### src/rtl/uart_rx_pkg.sv
// Shared types and constants for the oversampled UART receiver.
package uart_rx_pkg;

    localparam int unsigned DATA_WD_DEF     = 8;
    localparam int unsigned PRESCALE_WD_DEF = 6;
    localparam int unsigned PRESCALE_8      = 8;
    localparam int unsigned PRESCALE_16     = 16;
    localparam int unsigned PRESCALE_32     = 32;

    typedef enum logic [2:0] {
        IDLE,
        START,
        DATA,
        PARITY,
        STOP
    } rx_state_e;

    function automatic logic maj3(input logic a, input logic b, input logic c);
        return (a & b) | (a & c) | (b & c);
    endfunction

    function automatic logic is_legal_prescale(input int unsigned p);
        return (p == PRESCALE_8) || (p == PRESCALE_16) || (p == PRESCALE_32);
    endfunction

endpackage

### src/rtl/uart_rx_sampler.sv
// Per-bit edge counter and three-point majority sampler around the bit centre.
module uart_rx_sampler
    import uart_rx_pkg::*;
#(
    parameter int unsigned PrescaleWd = PRESCALE_WD_DEF
) (
    input  logic                  clk_i,
    input  logic                  rst_ni,
    input  logic                  run_i,
    input  logic                  rx_i,
    input  logic [PrescaleWd-1:0] prescale_i,
    output logic [PrescaleWd-1:0] edge_cnt_o,
    output logic                  sample_valid_o,
    output logic                  sampled_bit_o
);

    localparam logic [PrescaleWd-1:0] One = PrescaleWd'(1);

    logic [PrescaleWd-1:0] cnt_q, cnt_d;
    logic [PrescaleWd-1:0] half, half_m1, half_p1, last;
    logic                  s0_q, s1_q;

    assign half    = {1'b0, prescale_i[PrescaleWd-1:1]};
    assign half_m1 = half - One;
    assign half_p1 = half + One;
    assign last    = prescale_i - One;

    always_comb begin
        cnt_d = '0;
        if (run_i && (cnt_q != last)) begin
            cnt_d = cnt_q + One;
        end
    end

    always_ff @(posedge clk_i or negedge rst_ni) begin
        if (!rst_ni) begin
            cnt_q <= '0;
            s0_q  <= 1'b0;
            s1_q  <= 1'b0;
        end else if (!run_i) begin
            cnt_q <= '0;
            s0_q  <= 1'b0;
            s1_q  <= 1'b0;
        end else begin
            cnt_q <= cnt_d;
            if (cnt_q == half_m1) s0_q <= rx_i;
            if (cnt_q == half)    s1_q <= rx_i;
        end
    end

    // Third sample is the live line so the decision is available at P/2+1.
    assign edge_cnt_o     = cnt_q;
    assign sample_valid_o = run_i && (cnt_q == half_p1);
    assign sampled_bit_o  = maj3(s0_q, s1_q, rx_i);

endmodule

### src/rtl/uart_rx.sv
// UART receiver: synchronizer, frame FSM, shift register, parity/stop checks, output pulses.
module uart_rx
    import uart_rx_pkg::*;
#(
    parameter int unsigned DATA_WD     = DATA_WD_DEF,
    parameter int unsigned PRESCALE_WD = PRESCALE_WD_DEF
) (
    input  logic                   i_clk,
    input  logic                   i_rst_n,
    input  logic                   i_RX_IN,
    input  logic [PRESCALE_WD-1:0] i_PRESCALE,
    input  logic                   i_PAR_EN,
    input  logic                   i_PAR_TYP,
    output logic [DATA_WD-1:0]     o_P_DATA,
    output logic                   o_DATA_VALID,
    output logic                   o_PAR_ERR,
    output logic                   o_STP_ERR,
    output logic                   o_BUSY
);

    localparam int unsigned              BitCntWd = (DATA_WD > 1) ? $clog2(DATA_WD) : 1;
    localparam logic [BitCntWd-1:0]      LastBit  = BitCntWd'(DATA_WD - 1);
    localparam logic [BitCntWd-1:0]      BitOne   = BitCntWd'(1);
    localparam logic [PRESCALE_WD-1:0]   PsOne    = PRESCALE_WD'(1);

    rx_state_e              state_q;
    logic                   rx_meta_q, rx_sync_q, rx_prev_q;
    logic [PRESCALE_WD-1:0] prescale_q;
    logic                   par_en_q, par_typ_q, par_err_q;
    logic [BitCntWd-1:0]    bit_cnt_q;
    logic [DATA_WD-1:0]     shift_q;
    logic [PRESCALE_WD-1:0] edge_cnt;
    logic                   sample_valid, sampled_bit;
    logic                   start_det, run, bit_end, exp_par;

    // Sync flops reset low so a line already held low after reset never looks like a start edge.
    assign start_det = (state_q == IDLE) && rx_prev_q && !rx_sync_q;
    assign run       = (state_q != IDLE) || start_det;
    assign bit_end   = (edge_cnt == (prescale_q - PsOne));
    assign exp_par   = par_typ_q ? ~(^shift_q) : ^shift_q;

    uart_rx_sampler #(
        .PrescaleWd(PRESCALE_WD)
    ) u_sampler (
        .clk_i         (i_clk),
        .rst_ni        (i_rst_n),
        .run_i         (run),
        .rx_i          (rx_sync_q),
        .prescale_i    (prescale_q),
        .edge_cnt_o    (edge_cnt),
        .sample_valid_o(sample_valid),
        .sampled_bit_o (sampled_bit)
    );

    always_ff @(posedge i_clk or negedge i_rst_n) begin
        if (!i_rst_n) begin
            state_q      <= IDLE;
            rx_meta_q    <= 1'b0;
            rx_sync_q    <= 1'b0;
            rx_prev_q    <= 1'b0;
            prescale_q   <= PRESCALE_WD'(PRESCALE_8);
            par_en_q     <= 1'b0;
            par_typ_q    <= 1'b0;
            par_err_q    <= 1'b0;
            bit_cnt_q    <= '0;
            shift_q      <= '0;
            o_P_DATA     <= '0;
            o_DATA_VALID <= 1'b0;
            o_PAR_ERR    <= 1'b0;
            o_STP_ERR    <= 1'b0;
            o_BUSY       <= 1'b0;
        end else begin
            rx_meta_q    <= i_RX_IN;
            rx_sync_q    <= rx_meta_q;
            rx_prev_q    <= rx_sync_q;
            o_DATA_VALID <= 1'b0;
            o_PAR_ERR    <= 1'b0;
            o_STP_ERR    <= 1'b0;
            unique case (state_q)
                IDLE: begin
                    if (start_det) begin
                        state_q    <= START;
                        o_BUSY     <= 1'b1;
                        prescale_q <= i_PRESCALE;
                        par_en_q   <= i_PAR_EN;
                        par_typ_q  <= i_PAR_TYP;
                        par_err_q  <= 1'b0;
                    end
                end
                START: begin
                    if (sample_valid && sampled_bit) begin
                        state_q <= IDLE;
                        o_BUSY  <= 1'b0;
                    end else if (bit_end) begin
                        state_q   <= DATA;
                        bit_cnt_q <= '0;
                    end
                end
                DATA: begin
                    if (sample_valid) shift_q <= {sampled_bit, shift_q[DATA_WD-1:1]};
                    if (bit_end) begin
                        if (bit_cnt_q == LastBit) begin
                            state_q   <= par_en_q ? PARITY : STOP;
                            bit_cnt_q <= '0;
                        end else begin
                            bit_cnt_q <= bit_cnt_q + BitOne;
                        end
                    end
                end
                PARITY: begin
                    if (sample_valid) par_err_q <= (sampled_bit != exp_par);
                    if (bit_end) state_q <= STOP;
                end
                STOP: begin
                    // Leave at the stop midpoint so a following start edge is never missed.
                    if (sample_valid) begin
                        state_q   <= IDLE;
                        o_BUSY    <= 1'b0;
                        o_PAR_ERR <= par_err_q;
                        o_STP_ERR <= !sampled_bit;
                        if (!par_err_q && sampled_bit) begin
                            o_DATA_VALID <= 1'b1;
                            o_P_DATA     <= shift_q;
                        end
                    end
                end
                default: state_q <= IDLE;
            endcase
        end
    end

endmodule

### config.mk
export PLATFORM = sky130hd
export DESIGN_NAME = uart_rx
export DESIGN_NICKNAME = d
export VERILOG_FILES = /design/src/rtl/uart_rx_pkg.sv /design/src/rtl/uart_rx_sampler.sv /design/src/rtl/uart_rx.sv
export SDC_FILE = /design/constraint.sdc
export NUM_CORES = 1
export LEC_CHECK = 0
export ABC_AREA = 1
export CORE_AREA = 2 2 74 76
export CTS_BUF_LIST = sky130_fd_sc_hd__clkbuf_16
export CTS_CLUSTER_SIZE = 30
export DETAILED_ROUTE_END_ITERATION = 16
export DIE_AREA = 0 0 76 78
export DONT_BUFFER_PORTS = 1
export MAX_ROUTING_LAYER = met4
export SYNTH_ARGS = -nofsm -noshare
export SYNTH_HDL_FRONTEND = slang
export SYNTH_SLANG_ARGS = --single-unit
### constraint.sdc
create_clock -name i_clk -period 3.6 [get_ports i_clk]
set_clock_uncertainty 0.05 [all_clocks]
set_input_delay 0.9 -clock i_clk [delete_from_list [all_inputs] [get_ports i_clk]]
set_output_delay 0.9 -clock i_clk [all_outputs]
set_load 0.005 [all_outputs]
* Yosys cells after proc, flatten, opt, wreduce, memory -nomap -nowiden
Cells that the tools add are included.
** Word-level totals
- Bits in registers :: 46
- Output and inout bits :: 12
- Word-level logic and storage cells :: 110
** Cells by class
- Add/sub/neg operators :: 5
- Eq/ne operators :: 23
- Mux-type cells :: 35
- Bitwise operators :: 6
- Reduce and logical (&&, ||, !) cells :: 23
** Operators by type and width (count)
- $mux W3 :: 12
- $ne A2 B2 Y1 const B :: 11
- $eq A6 B6 Y1 :: 3
- $mux W1 :: 17
- $pmux W3 S5 :: 1
- $mux W6 :: 2
- $reduce_and A4 Y1 :: 2
- $reduce_xor A8 Y1 :: 1
- $add A5 B1 Y6 const B :: 1
- $add A6 B1 Y6 const B :: 1
- $eq A3 B2 Y1 const B :: 2
- $eq A3 B3 Y1 const B :: 2
- $eq A6 B5 Y1 :: 1
- $logic_and A1 B1 Y1 :: 6
- $ne A6 B6 Y1 :: 1
- $pmux W3 S2 :: 1
- $reduce_and A3 Y1 :: 2
- $reduce_and A6 Y1 :: 1
- $reduce_bool A3 Y1 :: 2
- $sub A5 B1 Y6 const B :: 1
- $sub A6 B1 Y6 const B :: 1
- $reduce_and A2 Y1 :: 2
- $reduce_bool A2 Y1 :: 2
- $add A3 B1 Y3 const B :: 1
- 11 further kinds :: 16

* Depth between registers and ports, before layout
Gate-level depths: netlist (run 1).
- Depth after elaboration :: 8
- Gate-level depth with buffers :: 15
- Depth with buffers taken out :: 15

* Modules after synthesis
A second synthesis (run 1) with hierarchy kept.
** Unflattened totals
- Cell total of the unflattened synthesis :: 399
- Area total of the unflattened synthesis :: 2852.7 um^2
** By module, submodules not included
- uart_rx :: instances 1, cells each 243, area each 1928.1 um^2, sequential area each 952.2 um^2
- uart_rx_sampler :: instances 1, cells each 156, area each 924.6 um^2, sequential area each 200.2 um^2

* Worst setup path before layout (run 1)
OpenSTA, ideal clock, no wires.
- Path kind :: register to register
- From :: register prescale_q[2]
- To :: register o_P_DATA[7]
- Data arrival time :: 1.776 ns
- Required time :: 3.433 ns
- Setup slack :: 1.656 ns
- Stages on the path, launching flop included :: 15
- Buffers on the path :: 1
- Period minus slack after synthesis :: 1.944 ns
- Cells stage by stage :: dfrtp_1 inv_1 ha_1 inv_1 nand2_1 nand2_1 nor2_1 nand3_1 nor2_4 nand3_4 inv_2 nand3_4 buf_6 nand2_2 o21ai_2
** Between the ends
- Longest elaborated chain between the ends :: 4
** RTL lines
- start: declaration :: line uart_rx.sv:28 : logic [PRESCALE_WD-1:0] prescale_q;
- start signal: assignment :: line uart_rx.sv:61 : prescale_q <= PRESCALE_WD'(PRESCALE_8);
- start signal: assignment :: line uart_rx.sv:84 : prescale_q <= i_PRESCALE;
- $add A5 B1 Y6 :: line uart_rx_sampler.sv:25 : assign half_p1 = half + One;
- $eq A6 B6 Y1 :: line uart_rx_sampler.sv:53 : assign sample_valid_o = run_i && (cnt_q == half_p1);
- $logic_and A1 B1 Y1 :: line uart_rx_sampler.sv:53
- $reduce_and A3 Y1 (no line)
- end signal: assignment :: line uart_rx.sv:123 : o_P_DATA <= shift_q;
- end: declaration :: line uart_rx.sv:14 : output logic [DATA_WD-1:0] o_P_DATA,
No other way between the ends.
A chain may end at the register's enable or synchronous reset.

* Worst setup path after layout (run 1)
- From :: register prescale_q[2]
- To :: register o_P_DATA[5]
The elaborated chain is that of the path after synthesis.

==> results of run 1 <==
state kept, by name, indices dropped and copies added, names as in the netlist:
signal                count
o_P_DATA                  8
shift_q                   8
prescale_q                6
u_sampler.edge_cnt_o      6
bit_cnt_q                 3
state_q                   3
o_BUSY                    1
o_DATA_VALID              1
o_PAR_ERR                 1
o_STP_ERR                 1
par_en_q                  1
par_err_q                 1
par_typ_q                 1
rx_meta_q                 1
rx_prev_q                 1
rx_sync_q                 1
u_sampler.s0_q            1
u_sampler.s1_q            1
per-stage QoR:
step,hold slack (ns),setup WS [ns]
2_1_floorplan,0.281,1.66
3_3_place_gp,0.287,1.50
3_5_place_dp,0.289,1.44
4_1_cts,0.245,1.43
5_1_grt,0.240,1.19
6_report,0.256,1.45
routing by layer:
| layer | up-vias | global-route usage, % | wire, um |
|---|---|---|---|
| met5 | - | - | 0 |
| met4 | 0 | 6.55 | 86 |
| met3 | 7 | 4.07 | 134 |
| met2 | 29 | 28.8 | 2180 |
| met1 | 883 | 24.1 | 2350 |
| li1 | 980 | - | - |
critical path, cell delays in order, from the launching register on:
cell and delay (ns):
dfrtp_1 0.46, inv_1 0.12, ha_1 0.31, inv_1 0.04
nand2_1 0.06, nand2_1 0.05, nor2_1 0.11, nand3_1 0.11
nor2_4 0.15, nand3_4 0.09, inv_2 0.07, nand3_4 0.19
nand2_1 0.15, o21ai_2 0.06
synth_stat cells, drive strengths merged:
library cell | instances | share of area [%]
xor2 | 12 | 4.1
inv | 39 | 5.7
nand2 | 93 | 14
nand4 | 2 | 0.49
nand3b | 1 | 0.29
nor3 | 4 | 0.78
buf | 4 | 1.4
nor3b | 2 | 0.59
a31oi | 1 | 0.25
o21ai | 31 | 7.4
or2 | 1 | 0.25
xnor2 | 9 | 3.1
o21a | 1 | 0.29
nand3 | 22 | 5.7
ha | 7 | 3.4
nor2 | 26 | 5.0
o211ai | 1 | 0.29
dfrtp | 45 | 44
a21oi | 7 | 1.4
clkbuf | 1 | 0.15
dfstp | 1 | 1.0
logic make-up after synthesis:
| group | Yosys count | synth area share [%] |
|---|---|---|
| buf+inv | 44 | 7.25 |
| simple gates | 151 | 27.4 |
| xor+xnor | 21 | 7.20 |
| flops | 46 | 45.1 |
| fa+ha+maj | 7 | 3.43 |
| compound gates | 41 | 9.60 |
layout by cell type, fill, tap and decap left out:
master / netlist / routed
nor2_1: 22 / 22
clkbuf_16: 0 / 5
o21a_1: 1 / 1
a21oi_1: 7 / 7
nand3b_1: 1 / 1
o211ai_1: 1 / 1
nand2_1: 86 / 86
inv_2: 6 / 6
inv_1: 33 / 34
buf_4: 1 / 1
nand3_2: 2 / 2
xor2_1: 12 / 12
nor2_4: 4 / 4
nand3_1: 18 / 18
dfrtp_1: 45 / 45
nand3_4: 2 / 2
o21ai_1: 3 / 3
nand4_1: 2 / 2
nor3b_1: 2 / 2
o21ai_0: 19 / 19
a31oi_1: 1 / 1
clkinvlp_4: 0 / 1
ha_1: 7 / 7
nor3_1: 4 / 4
bufinv_16: 0 / 1
o21ai_2: 9 / 9
xnor2_1: 9 / 9
nand2_2: 7 / 7
or2_1: 1 / 1
dfstp_2: 1 / 1
power by group:
group	internal [mW]	total, mW	switching [mW]
registers	0.643	0.796	0.153
logic	0.357	0.969	0.612
clock network	0.325	0.517	0.192
total	1.32	2.28	0.958
worst paths after layout:
check                                   start             to  depth (start not counted)
min in group i_clk                  rx_meta_q      rx_sync_q                          0
worst min-delay path                  i_rst_n  prescale_q[2]                          0
worst max-delay path            prescale_q[2]    o_P_DATA[5]                         13
worst min register to register      rx_meta_q      rx_sync_q                          0
max in group asynchronous             i_rst_n  prescale_q[3]                          0
worst max register to register  prescale_q[2]    o_P_DATA[5]                         13
layout make-up:
class / count / share of cell area [%]
clock buffer: 5 / 4.50
timing repair buffer: 1 / 0.270
tap: 70 / 3.15
inverter: 39 / 5.27
multi-input combinational: 220 / 43.8
sequential: 46 / 41.5
clock inverter: 3 / 1.49
==> flow_metrics.tcl, run 1 <==
set metrics [dict create \
    outcome "complete, no violations" \
    place_area_um2 2610 \
    cellPowerDensity_nw_per_um2 822 \
    fin_util_pct 55.1 \
    syn_area_um2 2550 \
    clock.fmax_ghz 0.466 \
    drive_above_1_share_pct 12.4 \
    multi_input_area_um2 1220 \
    grt_use_total_pct 18.5 \
    ys_seq_area_share_pct 45.1 \
    die-width_um 76 \
    fp-row-count 26 \
    synth_nets 328 \
    finalMaxSlewViolations 0 \
    cp.arrival_ns 2.27 \
    drv_cap 0 \
    h-tree-depth 2 \
    cts_sinks 46 \
    cts_setup_buffers 0 \
    ys_ff_latch 46 \
    cts_root_buf "clkbuf_16" \
    p_leak_nw 1.36 \
    die_y_um 78 \
    synth.distinct_cells 30 \
    worstPathMaxFanout 17 \
    grt_max_degree 47 \
    cp_data_required_time_ns 3.73 \
    ctsResizeCount 0 \
    final_area_um2 2780 \
    synth_warnings 0 \
    totalPowerFinal_mw 2.28 \
    cp-start-kind "register" \
    io_pins 23 \
    final_nets 331 \
    viasPerCell 4.95 \
    ant_nets 0 \
    die-area_um2 5930 \
    crit_type "reg -> reg" \
    portBuffers 0 \
    vias 1899 \
    synth_cells 310 \
    hp-class "in -> async" \
    max_slew_margin_pct 63.2 \
    routedWlPerCell_um 12.4 \
    vdd_drop_max_v 0.000486 \
    fillCellCount 489 \
    setup_violations 0 \
    clock_path_buffers 2 \
    worst_slew_pin_slew_ns 0.548 \
    dp.cells 376 \
    postCtsHoldBufs 0 \
    drc_errors 0 \
    hold_viol 0 \
    gp_congestion 0.937 \
    end_kind "register" \
    clock_latency_ns 0.29 \
    reg2reg_setup_slack_ns 1.45 \
    overflow 0 \
    tritoncts "built" \
    antenna_found_initial 0 \
    clk_pin_slew_ns 0.07 \
    area_growth_pct 8.72 \
    syn_avg_cell_area_um2 8.24 \
    finalWorstPathRequiredPeriod_ns 2.15 \
    instances_no_fill 384 \
    start_util_pct 50.7 \
    grt_pass1_vias 1849 \
    routed_wl_um 4750 \
    period_share_pct 59.6 \
    cts_buffers 5 \
    antennaDiodeCount 0 \
    grt_pass1_wl_um 8450 \
    core_um2 5040 \
    seq_area_um2 1150 \
    drtPass1Iterations 4 \
    first_iter_violations 96 \
    rsz0062_at_grt "false" \
    tns_ns 0 \
    dp_hpwl_um 3430 \
]
Power figures use the tool's default switching activity.
==> inputs of run 2 (changes only) <==
ABC_AREA = 0   (was 1)
CORE_AREA = 2 2 73 75   (was 2 2 74 76)
DIE_AREA = 0 0 75 77   (was 0 0 76 78)
PLACE_DENSITY = 0.66   (was unset)
clock period = 2.05 ns   (was 3.6 ns; I/O delays follow)
==> run 2 against run 1 <==
- final cell count is 11% lower
- clock power increased by 78%
- final area increased by 21%
- non-clock buffer count up 48
- the run now ends with setup timing left
- synthesized cell count fell by 27%
- wire length grew 15%
==> flow_metrics.tcl, run 2 <==
set metrics [dict create \
    end_kind "register" \
    synth_top_cell_by_area "dfrtp_1" \
    final_cell_mix "45 x dfrtp_1, 39 x buf_4, 20 x xnor2_1" \
    reg_top3 "o_P_DATA: 8 flops, shift_q: 8 flops" \
    die_y_um 77 \
    die-width_um 75 \
    rsz0062_at_grt "true" \
    synth_edf_count 0 \
    synth_compound_area_share_pct 8.77 \
    grt-busiest-layer "met2" \
    finalWorstPathRequiredPeriod_ns 2.33 \
    totalPowerFinal_mw 5.01 \
    ys_ff_latch 46 \
    yosys-top-cells-area "dfrtp_1 45%, mux2_2 13%, xnor2_1 7.7%" \
    drtPass1Iterations 4 \
    muxShareOfSynthArea_pct 13.0 \
    crit_type "reg -> reg" \
    setup_violations 30 \
    synth_nets 244 \
    synth-simple-area-share_pct 14.3 \
    antennaDiodeCount 0 \
    synthArstFlopShare_pct 100 \
    antenna_found_initial 0 \
    hold_viol 0 \
    worstPathMaxFanout 9 \
    grt_pass1_vias 1892 \
    grt_max_degree 46 \
    vdd_drop_max_v 0.000893 \
    multi_input_area_um2 1490 \
    h-tree-depth 2 \
    routedWlPerCell_um 16.0 \
    ys_seq_area_share_pct 45.9 \
    max_slew_margin_pct 67.4 \
    first_iter_violations 143 \
    gp_congestion 0.858 \
    tns_ns -6.60 \
    tritoncts "built" \
    synth_xor_area_share_pct 10.8 \
    drive_above_1_share_pct 42.6 \
    synth_warnings 0 \
    p_leak_nw 1.50 \
    die-area_um2 5780 \
    grt_use_total_pct 21.9 \
    gr-usage-met2_pct 32.3 \
    finalMaxSlewViolations 0 \
    yosys.area.top_type_share_pct 44.8 \
    hp-class "in -> async" \
    period_share_pct 114 \
    grt.met3_usage_pct 4.47 \
    clock_latency_ns 0.28 \
    netlist_top_cells_count "45 x dfrtp_1, 28 x mux2_2, 22 x xnor2_1" \
    cp_data_required_time_ns 2.17 \
    overflow 0 \
    start_util_pct 50.5 \
    cts_buffers 5 \
    grt_pass1_wl_um 9440 \
    cp-start-kind "register" \
    synth.distinct_cells 47 \
    cellPowerDensity_nw_per_um2 1480 \
    cts_root_buf "clkbuf_16" \
    critPathLaunch "prescale_q[1]" \
    seq_area_um2 1150 \
    reg2reg_setup_slack_ns -0.28 \
    synth_cells 226 \
    drv_cap 0 \
    final_nets 289 \
    setup_ws_ns -0.283 \
    syn_area_um2 2510 \
    cp.arrival_ns 2.45 \
    io_pins 23 \
    cts_sinks 46 \
    critical_path.reg2reg.startpoint "prescale_q[1]" \
    vias 1845 \
    fp-row-count 26 \
    area_growth_pct 34.3 \
    routed_wl_um 5480 \
    synth_top_family_by_area "simple AND/OR/NAND/NOR gates" \
    synth_ff_type "dfrtp_1" \
    core_um2 4980 \
    worst_slew_pin_slew_ns 0.485 \
    clock.fmax_ghz 0.429 \
    clock_path_buffers 2 \
    drc_errors 0 \
    synthAdderAreaFrac_pct 3.49 \
    fillCellCount 362 \
    mostFrequentLayoutCell "dfrtp_1" \
    ant_nets 0 \
    outcome "finished with violations" \
    yosys.cell_count.top_type "dfrtp_1" \
    grt_util_met1_pct 31.5 \
    syn_avg_cell_area_um2 11.1 \
    dp_hpwl_um 3720 \
    clk_pin_slew_ns 0.07 \
    viasPerCell 5.39 \
    portBuffers 0 \
    violations "setup timing" \
]
[run 2: changes by cell type after synthesis, sizes merged, moves of 4 or more]
cell | before | now
nand2 | 93 | 18
inv | 39 | 8
mux2 | 0 | 28
o21ai | 31 | 7
nand3 | 22 | 5
nor2 | 26 | 12
xnor2 | 9 | 22
nor3 | 4 | 8
o211ai | 1 | 5
[run 2: metrics by stage]
stage               hold WS (ns)  std cells  cell area [um^2]  utilization (%)  worst slack (ns)
floorplan                  0.167        226              2560                -            -0.453
global placement           0.170        325              2880             57.9            -0.326
detailed placement         0.169        325              2880             57.9            -0.368
CTS                       0.0123        338              3270             65.8            -0.299
global route             0.00587        342              3370             67.8            -0.358
finish                    0.0150        342              3370             67.8            -0.283
[run 2: logic make-up (layout without fill, tap and decap cells)]
family | count (synthesis) | after routing
buf+inv | 19 | 65
fa+ha+maj | 7 | 7
xor+xnor | 31 | 31
mux | 29 | 29
compound gates | 31 | 31
flops | 46 | 46
simple gates | 63 | 63
[run 2: critical path, stage by stage (launching register included)]
cell and delay [ns]:
dfrtp_1 0.41, inv_4 0.08, ha_4 0.20, xnor2_2 0.16, o211ai_1 0.15, nor4b_4 0.34
nand2_4 0.12, nor4_4 0.20, buf_12 0.17, mux2_2 0.32
[run 2: power by group]
group | leakage [nW] | switching, mW | internal [mW]
registers | 0.596 | 0.214 | 1.11
clock network | 0.0842 | 0.343 | 0.577
logic | 0.820 | 1.30 | 1.46
total | 1.50 | 1.86 | 3.15
[run 2: path summary, 6_finish.rpt]
check                      cells after the start                 endpoint
max                                            9              o_P_DATA[6]
min                                            0            prescale_q[3]
max reg2reg                                    9              o_P_DATA[6]
min reg2reg                                    0                rx_sync_q
max in group asynchronous                      1  u_sampler.edge_cnt_o[5]
min in group i_clk                             0                rx_meta_q
[run 2: per-layer routing]
metal	share of wire [%]	vias to the layer above
li1	-	887
met3	4.2	2
met1	48	925
met2	47	31
met5	0	-
met4	0.38	0
[run 2: layout make-up]
cell class / instances / area share (%)
multi-input combinational: 161 / 44.2
sequential: 46 / 34.2
timing repair buffer: 49 / 13.0
clock buffer: 5 / 3.71
tap: 70 / 2.60
clock inverter: 3 / 1.30
inverter: 8 / 1.04
[run 2: timing repair]
item / CTS / global route
setup endpoints to repair: 31 / 33
buffers inserted: 5 / 5
hold endpoints to repair: 45 / 0
resized for setup: 33 / 14
hold buffers: 1 / 0
pin swaps: 11 / 12
==> inputs of run 3 (changes only) <==
SETUP_SLACK_MARGIN = 0.02   (was unset)
clock period = 2.65 ns   (was 2.05 ns; I/O delays follow)
==> run 3 against run 2 <==
- the flow now finishes without violations
- setup slack improved by 0.39 ns
- final area is 17% lower
- critical endpoint is now o_P_DATA[2]
- global-route usage is 3.4 points lower
- largest cell class unchanged
==> flow_metrics.tcl, run 3 (synthesis results as in run 2) <==
set metrics [dict create \
    first_iter_violations 117 \
    grt_max_degree 47 \
    fin_util_pct 56.3 \
    fillCellCount 424 \
    final_nets 251 \
    max_slew_margin_pct 58.9 \
    critPathLaunch "prescale_q[1]" \
    clk_pin_slew_ns 0.07 \
    cp_data_required_time_ns 2.78 \
    topRoutingLayerUsed "met4" \
    dp_hpwl_um 3310 \
    fp-row-count 26 \
    p_seq_share_pct 35.2 \
    p_int_mw 1.95 \
    final_cell_mix "45 x dfrtp_1, 28 x mux2_2, 21 x xnor2_1" \
    worst_slew_pin_slew_ns 0.617 \
    clkPwrFrac_pct 23.6 \
    finalWorstPathRequiredPeriod_ns 2.54 \
    routedWlPerCell_um 15.4 \
    grt_pass1_vias 1630 \
    slowest_delay_ns 0.38 \
    reg_top3 "o_P_DATA: 8 flops, shift_q: 8 flops" \
    hold_viol 0 \
    die-width_um 75 \
    die_y_um 77 \
    overflow 0 \
    crit_type "reg -> reg" \
    drive_above_1_share_pct 23.9 \
    vdd_drop_max_v 0.000560 \
    dr_wl_met3_um 210 \
    cp_cell_sequence "inv_1 -> ha_1 -> xnor2_2 -> o211ai_1 -> nor4b_4 -> nand2_4 -> nor4_4 -> buf_4 -> mux2_2" \
    rsz0062_at_grt "true" \
    p_leak_nw 1.25 \
    cts_buffers 5 \
    dp.cells 292 \
    critical_path.reg2reg.startpoint "prescale_q[1]" \
    place_worst_setup_slack_ns 0.110 \
    clock_latency_ns 0.29 \
    start_util_pct 50.5 \
    grt_pass1_wl_um 7890 \
    io_pins 23 \
    tritoncts "built" \
    outcome "complete, no violations" \
    instances_no_fill 304 \
    ant_nets 0 \
    clock.fmax_ghz 0.393 \
    comb_power_share_pct 41.2 \
    p_sw_share_pct 37.1 \
    cts_root_buf "clkbuf_16" \
    cp.arrival_ns 2.67 \
    worst_path_max_delay_cell "nor4b_4" \
    end_kind "register" \
    area_growth_pct 11.7 \
    path_delay_family "simple AND/OR/NAND/NOR gates" \
    portBuffers 0 \
    clock_path_buffers 2 \
    cp-start-kind "register" \
    viasPerCell 5.42 \
    die-area_um2 5780 \
    hp-class "in -> async" \
    cp_num_buf_inv 2 \
    setup_ws_ns 0.109 \
    period_share_pct 95.9 \
    cellPowerDensity_nw_per_um2 1110 \
    route.met2.wl_um 2170 \
    drc_errors 0 \
    routed_wl_um 4690 \
    tns_ns 0 \
    switchingPower_mw 1.15 \
    h-tree-depth 2 \
    worstPathMaxFanout 5 \
    drv_cap 0 \
    drtPass1Iterations 4 \
    mostFrequentLayoutCell "dfrtp_1" \
    antenna_found_initial 0 \
    wl_met1_um 2260 \
    core_um2 4980 \
    grt_use_total_pct 18.4 \
    gp_congestion 0.851 \
    finalMaxSlewViolations 0 \
    vias 1648 \
    antennaDiodeCount 0 \
    setup_violations 0 \
    cts_sinks 46 \
]
==> run 3: changes by cell type in the layout (fill, tap and decap cells not counted), sizes merged <==
cell         before  now
clkinvlp          0    1
buf              49   10
clkinv            1    0
dlygate4sd3       0    1
==> run 3: area by class of cell <==
cell class                      count  area, um^2  share of cell area (%)
Clock inverter                      3        48.8                    1.74
Tap cell                           70        87.6                    3.12
Inverter                            8        30.0                    1.07
Sequential cell                    46        1150                    41.1
Timing Repair Buffer               11        88.8                    3.17
Clock buffer                        5         125                    4.46
Multi-Input combinational cell    161        1270                    45.3
==> run 3: metrics by stage <==
| step | power, mW | hold WS, ns | instance area, um^2 |
|---|---|---|---|
| global route | 3.34 | 0.000794 | 2800 |
| finish | 3.10 | 0.0108 | 2800 |
| CTS | 3.08 | 0.00681 | 2760 |
| global placement | 2.33 | 0.285 | 2590 |
| floorplan | 2.13 | 0.281 | 2510 |
| detailed placement | 2.35 | 0.285 | 2590 |
==> run 3: repair_timing <==
item | CTS | global route
endpoints found under the setup margin | 0 | 17
resized for setup | 0 | 4
hold buffers | 0 | 1
setup buffers | 0 | 2
endpoints found under the hold margin | 0 | 6
==> run 3: final timing paths <==
check                      depth (start not counted)       endpoint  slack (ns)
max                                                9    o_P_DATA[2]        0.11
min                                                0  prescale_q[0]        0.01
max reg2reg                                        9    o_P_DATA[2]        0.11
min reg2reg                                        0      rx_sync_q        0.30
max in group asynchronous                          1     shift_q[6]        1.67
min in group i_clk                                 0      rx_sync_q        0.30
==> run 3: layer usage <==
metal  vias up  track usage, %
li1        813               -
met1       795            25.2
met2        35            26.8
met3         5            4.86
met4         0            5.36
met5         -               -
==> run 3: power groups by stage <==
stage                     clock, mW  combinational [mW]  sequential (mW)
after global placement            0                1.23             1.10
final                         0.731                1.28             1.09
after CTS                     0.745                1.25             1.09
after global routing          0.778                1.44             1.13
after floorplan                   0                1.15            0.986
after detailed placement          0                1.24             1.10
